## src/rtl/uart_tx_arbiter.sv

```systemverilog
// rtl/uart_tx_arbiter.sv - round-robin arbiter sharing one uart_tx between NUM_REQ byte producers
// Optional feature macro: UART_ARB_LOCK_EN (message lock driven by req_last)

module uart_tx_arbiter #(
    parameter  int NUM_REQ = 4,
    localparam int IDW     = $clog2(NUM_REQ)
) (
    input  logic                 clk,
    input  logic                 rst,
    input  logic [NUM_REQ-1:0]   req_valid,
    input  logic [NUM_REQ*8-1:0] req_data,
    input  logic [NUM_REQ-1:0]   req_last,
    output logic [NUM_REQ-1:0]   req_ready,
    output logic                 uart_start,
    output logic [7:0]           uart_data,
    input  logic                 uart_done,
    output logic                 busy,
    output logic [IDW-1:0]       grant_id
);

    typedef enum logic [1:0] {
        IDLE  = 2'd0,
        START = 2'd1,
        WAIT  = 2'd2
    } state_t;

    localparam logic [IDW:0]   NREQ     = (IDW+1)'(NUM_REQ);
    localparam logic [IDW-1:0] LAST_IDX = IDW'(NUM_REQ - 1);

    state_t          state;
    logic [IDW-1:0]  rr_ptr;
    logic            done_q;
    logic            lock;
    logic            found;
    logic [IDW-1:0]  winner;
    logic [IDW:0]    idx;
    logic [IDW-1:0]  ptr_next;
    logic            completion;

    // tx_done may be held high across bytes, so only its rising edge counts
    assign completion = uart_done & ~done_q;

    function automatic logic [IDW-1:0] next_idx(input logic [IDW-1:0] i);
        if (i == LAST_IDX) begin
            return '0;
        end
        return i + 1'b1;
    endfunction

    // Pick the first valid requester starting at rr_ptr; a held lock restricts the choice to the owner
    always_comb begin
        found  = 1'b0;
        winner = '0;
        idx    = '0;
        for (int k = 0; k < NUM_REQ; k++) begin
            idx = {1'b0, rr_ptr} + (IDW+1)'(k);
            if (idx >= NREQ) begin
                idx = idx - NREQ;
            end
            if (!found && req_valid[idx[IDW-1:0]]) begin
                found  = 1'b1;
                winner = idx[IDW-1:0];
            end
        end
        if (lock) begin
            found  = req_valid[grant_id];
            winner = grant_id;
        end
    end

    // One-hot accept, only while idle so a byte is never taken with another in flight
    always_comb begin
        req_ready = '0;
        if (state == IDLE && found) begin
            req_ready[winner] = 1'b1;
        end
    end

`ifdef UART_ARB_LOCK_EN
    // Pointer stays put mid-message and moves past the owner once its last byte is taken
    always_comb begin
        ptr_next = rr_ptr;
        if (req_last[winner]) begin
            ptr_next = next_idx(winner);
        end
    end

    // Lock is held from a non-last byte until the owner's last byte is accepted
    always_ff @(posedge clk or posedge rst) begin
        if (rst) begin
            lock <= 1'b0;
        end else if (state == IDLE && found) begin
            lock <= ~req_last[winner];
        end
    end
`else
    logic unused_last;

    assign lock        = 1'b0;
    assign unused_last = ^req_last;

    // Plain per-byte round robin: next search starts just after the winner
    always_comb begin
        ptr_next = next_idx(winner);
    end
`endif

    // Control FSM: grant in IDLE, pulse start, then wait for the serializer's completion edge
    always_ff @(posedge clk or posedge rst) begin
        if (rst) begin
            state      <= IDLE;
            rr_ptr     <= '0;
            uart_start <= 1'b0;
            uart_data  <= 8'h00;
            busy       <= 1'b0;
            grant_id   <= '0;
            done_q     <= 1'b0;
        end else begin
            done_q     <= uart_done;
            uart_start <= 1'b0;
            case (state)
                IDLE: begin
                    if (found) begin
                        uart_data  <= req_data[{winner, 3'b000} +: 8];
                        grant_id   <= winner;
                        rr_ptr     <= ptr_next;
                        uart_start <= 1'b1;
                        busy       <= 1'b1;
                        state      <= START;
                    end
                end
                START: begin
                    state <= WAIT;
                end
                WAIT: begin
                    if (completion) begin
                        busy  <= 1'b0;
                        state <= IDLE;
                    end
                end
                default: begin
                    busy  <= 1'b0;
                    state <= IDLE;
                end
            endcase
        end
    end

endmodule

```

## config.mk

```make
export PLATFORM = sky130hd
export DESIGN_NAME = uart_tx_arbiter
export DESIGN_NICKNAME = d
export VERILOG_FILES = /design/src/rtl/uart_tx_arbiter.sv
export SDC_FILE = /design/constraint.sdc
export NUM_CORES = 1
export LEC_CHECK = 0
export ABC_AREA = 1
export BUFFER_PORTS_ARGS = -buffer_cell sky130_fd_sc_hd__buf_4
export CAP_MARGIN = 20
export CORE_MARGIN = 8
export CORE_UTILIZATION = 45
export CTS_CLUSTER_SIZE = 20
export DETAILED_ROUTE_END_ITERATION = 10
export PLACE_DENSITY = 0.8
export SETUP_SLACK_MARGIN = 0.3
export SLEW_MARGIN = 5
export SYNTH_ARGS = -nofsm -noshare
export SYNTH_HDL_FRONTEND = slang
export SYNTH_SLANG_ARGS = --single-unit
```

## constraint.sdc

```tcl
create_clock -name clk -period 2.25 [get_ports clk]
set_input_delay 0.1125 -clock clk [delete_from_list [all_inputs] [get_ports clk]]
set_output_delay 0.1125 -clock clk [all_outputs]
set_load 0.01 [all_outputs]
```

== After elaboration in Yosys (flattened, before gate mapping) ==
Index checks and enable logic that the tools add are counted.
W data, S select, Z words.
Operators by class
  $add $sub $neg: 8
  $lt $le $gt $ge: 10
  equality and inequality tests: 5
  shifts and indexed selects: 1
  mux-type cells: 34
  bitwise operators: 3
  reduce and logical (&&, ||, !) cells: 12
Operator list (number)
  $shiftx A32 B6 Y8: 1
  $mux W2: 12
  $lt A2 B3 Y1 const B: 5
  $mux W1: 14
  $ge A3 B3 Y1 const B: 3
  $bmux W1 S2: 4
  $sub A2 B1 Y2 const B: 4
  $add A2 B2 Y3 const B: 2
  $pmux W2 S3: 1
  $logic_and A1 B1 Y1: 5
  $eq A2 B2 Y1 const B: 2
  $mux W4: 1
  $ne A2 B2 Y1 const B: 2
  $reduce_and A2 Y1: 2
  $add A2 B1 Y3 const B: 1
  $ge A2 B3 Y1 const B: 1
  $logic_not A1 Y1: 3
  $pmux W1 S3: 1
  $reduce_and A3 Y1: 1
  $add A2 B1 Y2 const B: 1
  $demux W1 S2: 1
  $eq A2 B1 Y1 const B: 1
  $ge A2 B1 Y1 const B: 1
  $logic_not A2 Y1: 1
  2 further kinds: 3
Storage, ports and cells
  register bits after elaboration: 17
  input bits: 43

== Logic depth before layout (Yosys ltp) ==
  depth in word-level cells: 19
  mapped depth: 14
  mapped depth without buffers: 13

== Worst setup path after synthesis ==
OpenSTA, ideal clock, no wires.
  kind: register to register
  start: register rr_ptr[0]
  end: register rr_ptr[1]
  setup time: 122 ps
  data arrival time: 1666 ps
  required time: 2128 ps
  setup slack: 462 ps
  stages on the path, launching flop included: 13
  buffers on the path: 1
  cells stage by stage: dfrtp_1 buf_6 nand2_2 nand3_1 nand2_2 nor2_1 nor2_1 nand2_4 nand2_4 inv_2 ha_1 nand2_1 o21ai_1
On the way
  cells in the longest elaborated chain, start to end: 17
  elaborated cells between the ends (all ways): 42
  those cells by class: 8 x add/sub; 4 x order compare; 1 x eq/ne; 22 x mux; 7 x reduce/logical
RTL lines
  from (decl): RTL line 31  | logic [IDW-1:0] rr_ptr;
  from (signal assigned): RTL line 126  | rr_ptr <= ptr_next;
  branches (longest 13 deep; another with $add A2 B1 Y3)
  $mux W2 (*): RTL line 60  | if (!found && req_valid[idx[IDW-1:0]]) begin
  $eq A2 B2 Y1: RTL line 44  | if (i == LAST_IDX) begin
  $mux W1: RTL line 44
  $mux W2 (*): RTL line 47  | return i + 1'b1;
  named net ptr_next[1]: RTL line 37  | logic [IDW-1:0] ptr_next;
Mark *: on every way through the listed nets, which the timed path passes. The select of a mux whose other input is x is not followed.
A chain may end at the register's enable or synchronous reset.

== Worst setup path after layout ==
  start: register rr_ptr[0]
  end: output port req_ready[1]
On the way
  cells in the longest elaborated chain, start to end: 19
  elaborated cells between the ends (all ways): 44
  those cells by class: 7 x add/sub; 6 x order compare; 23 x mux; 8 x reduce/logical
RTL lines
  branches (longest 18 deep; another with $add A2 B1 Y3)
  $mux W4 (*): RTL line 74  | if (state == IDLE && found) begin
  to (decl): RTL line 13  | output logic [NUM_REQ-1:0] req_ready,
Every way passes the cells marked *. The select of a mux whose other input is x is not followed.

==> results.md <==
- Status: finished, final reports clean
- Commonest cells post-synth: 53 x nand2_1, 29 x inv_1, 28 x nor2_1
- Antenna violations before repair: 0
- Crit path max fanout: 8
- Final Hold Viols: 0
- Area Overhead vs Synth: 61.7%
- CTS tree: yes
- Sw frac: 50.1%
- Gate power share: 80.8%
- Unrepaired setup endpoints after global routing: true
- Sequential area share after synthesis: 31.2%
- First-pass GRT wire length: 7080 um
- Net count after synthesis: 252
- Required @ worst endpoint: 2140 ps
- Skew-Pair Late Insertion Delay: 290 ps
- Gpl congestion: 0.815
- Slew Limit Fails: 0
- Yosys reg bits: 17
- Max Cap Viol: 0
- Max Root-Sink Buffers: 2
- Largest net degree at the start of global routing: 19
- Crit path launch type: flop
- Synth Cell Area: 0.00136 mm2
- Most frequent cell after synthesis: nand2_1
- Synth Flop Type: dfrtp_1
- Via count: 1692
- DP HPWL: 2950 um
- Pint: 0.00191 W
- Worst IR Drop VDD: 0.964 mV
- Tcrit/Tclk final: 97.3%
- Die Area: 0.00504 mm2
- Row Count: 20
- WL/cell: 14.4 um
- Mean Syn Cell Area: 6.55 um2
- Clock sinks: 17
- Die Ht: 71.0 um
- Worst Max-Slew Pin Slew: 655 ps
- Final instance count without filler cells: 326
- Psw: 0.00191 W
- Initial cell density of the core: 45.8%
- Post-synth top area share: 31.2%
- Detail Route Antenna Nets: 0
- Vias per cell: 5.19
- Antenna fix cells: 0
- DR pass1 iterations: 4
- Post-synth EDFFs: 0
- Arrival @ worst endpoint: 2080 ps
- CP Capture Type: primary output
- Async SR Flop Fraction: 100%
- GRT Overall Usage: 16.7%
- # setup viols final: 0
- Slew HR: 56.3%
- Vias in the first global route: 1636
- Clk pwr share: 4.4%
- Synth top area cells: dfrtp_1 31%, nand2_1 15%, nand3_1 9.9%
- GR Overflow Total: 0
- Synth area leader: dfrtp_1
- Clk pin slew, worst setup/hold paths: 120 ps
- CTS Buf Count: 3
- Post-layout min period: 2190 ps
- Layout cells sized above 1: 46.4%
- CTS root buffer: clkbuf_4
- Highest clock rate: 457 MHz
- PD cells: 1730 mW/mm2
- Violation count after the first detailed-routing iteration: 116
- Nets: 338
- Netlist cell types: 25
- P_leak: 1.19 nW
- Worst Hold Class: input pin to flop
- Final Util: 74.0%
- Core ar.: 0.00298 mm2
- Final WL: 4700 um
- H-Tree Depth: 1
- Die Wd: 71.0 um
- Clock Skews: 17.4 ps
- Sequential power share: 14.8%
- R2R setup slack: 190 ps
- IO Count: 59
- Port-buffer cells: 54
- CP Class: flop to primary output
- DRC violations left: 0
- Dpl cells: 298
- Gate Count Post-Synth: 208
- YS warnings: 0
## routing by layer
layer	global-route usage, %	vias to the layer above	share of wire (%)
met5	0	-	0
met4	3.00	0	1.3
met1	18.2	788	38
met3	5.93	8	6.9
li1	-	836	-
met2	30.3	60	54
## final timing paths
kind	endpoint	from	cells after the start
worst max-delay path	req_ready[1]	rr_ptr[0]$_DFFE_PP0P_	11
worst min-delay path	uart_data[3]$_DFFE_PP0P_	req_data[11]	3
worst max register to register	uart_data[7]$_DFFE_PP0P_	rr_ptr[0]$_DFFE_PP0P_	14
worst min register to register	grant_id[1]$_DFFE_PP0P_	grant_id[1]$_DFFE_PP0P_	2
max in group asynchronous	rr_ptr[0]$_DFFE_PP0P_	rst	3
min in group asynchronous	state[1]$_DFFE_PP0P_	rst	3
## placed cells by master, fill, tap and decap left out
cell type	Yosys	routed
o21ai_1	1	1
nor2_1	28	23
inv_4	1	5
dlygate4sd3_1	0	2
nand2_2	8	18
nor3_2	0	1
o21ai_0	3	3
clkbuf_4	0	3
nand3_1	27	25
nand4_1	12	12
nand2_1	53	38
buf_8	1	1
o21a_1	2	2
inv_2	3	1
nand3_2	1	2
nand3_4	0	1
nand4_4	0	1
clkinv_2	0	1
clkinvlp_4	0	1
dfrtp_1	17	15
nand2_4	2	7
o22ai_1	1	1
nor2_2	0	5
nor2_4	3	3
buf_6	1	6
a21oi_2	0	1
dfrtp_2	0	2
buf_4	1	76
ha_4	0	1
nand3b_1	8	8
inv_1	29	27
## cell families (layout without fill, tap and decap cells)
family / after synthesis / after routing / synth area share (%)
adders and majority gates: 1 / 1 / 0.918
buffers and inverters: 38 / 123 / 12.5
DFF: 17 / 17 / 31.2
AOI/OAI and AO/OA: 8 / 8 / 3.40
and+or+nand+nor: 144 / 144 / 52.0
## repair_timing
action	CTS	global route
cloned	1	0
setup buffers	13	8
hold buffers	2	0
pin swaps	12	16
resized for setup	31	18
setup endpoints to repair	14	15
hold endpoints to repair	18	0
## layout make-up
type                       count  area, um2
timing repair buffer          85        673
multi-input combinational    153        890
clock inverter                 1       5.00
clock buffer                   3       22.5
sequential                    17        428
fill                         223        774
timing repair inverter         1       7.51
inverter                      33        136
tap                           33       41.3
## critical path, cell delays in order, from the launching register on
cell and delay [ps]:
dfrtp_2 490, buf_6 130, nand2_1 50, nand2_2 120, nand2_1 120, inv_1 100
nor2_1 40, nand3_1 140, nand2_4 90, buf_4 180, nor3_2 180, buf_4 150
## per-stage QoR
stage | setup slack (ps) | TNS, ps | instance area, um2 | power [W] | hold slack [ps]
final | 61.3 | 0 | 2200 | 0.00382 | 90.2
after floorplan | 462 | 0 | 1360 | 0.00207 | 38.6
after global placement | 214 | 0 | 1830 | 0.00267 | 231
after CTS | 82.3 | 0 | 2080 | 0.00334 | 83.1
after detailed placement | 182 | 0 | 1830 | 0.00270 | 233
after global routing | -58.5 | -138 | 2200 | 0.00412 | 85.5
## power by group through the flow
stage | combinational, W | sequential, W | clock [W]
global route | 0.00335 | 0.000581 | 0.000186
global placement | 0.00211 | 0.000558 | 0
CTS | 0.00262 | 0.000556 | 0.000169
detailed placement | 0.00214 | 0.000563 | 0
floorplan | 0.00148 | 0.000589 | 0
finish | 0.00309 | 0.000564 | 0.000167
## state kept, by name, indices dropped and copies added, names as in the netlist
signal and flops:
done_q 1, rr_ptr 2, uart_data 8, state 2, busy 1, grant_id 2, uart_start 1
Note: power is estimated with default switching activity, not from simulation.
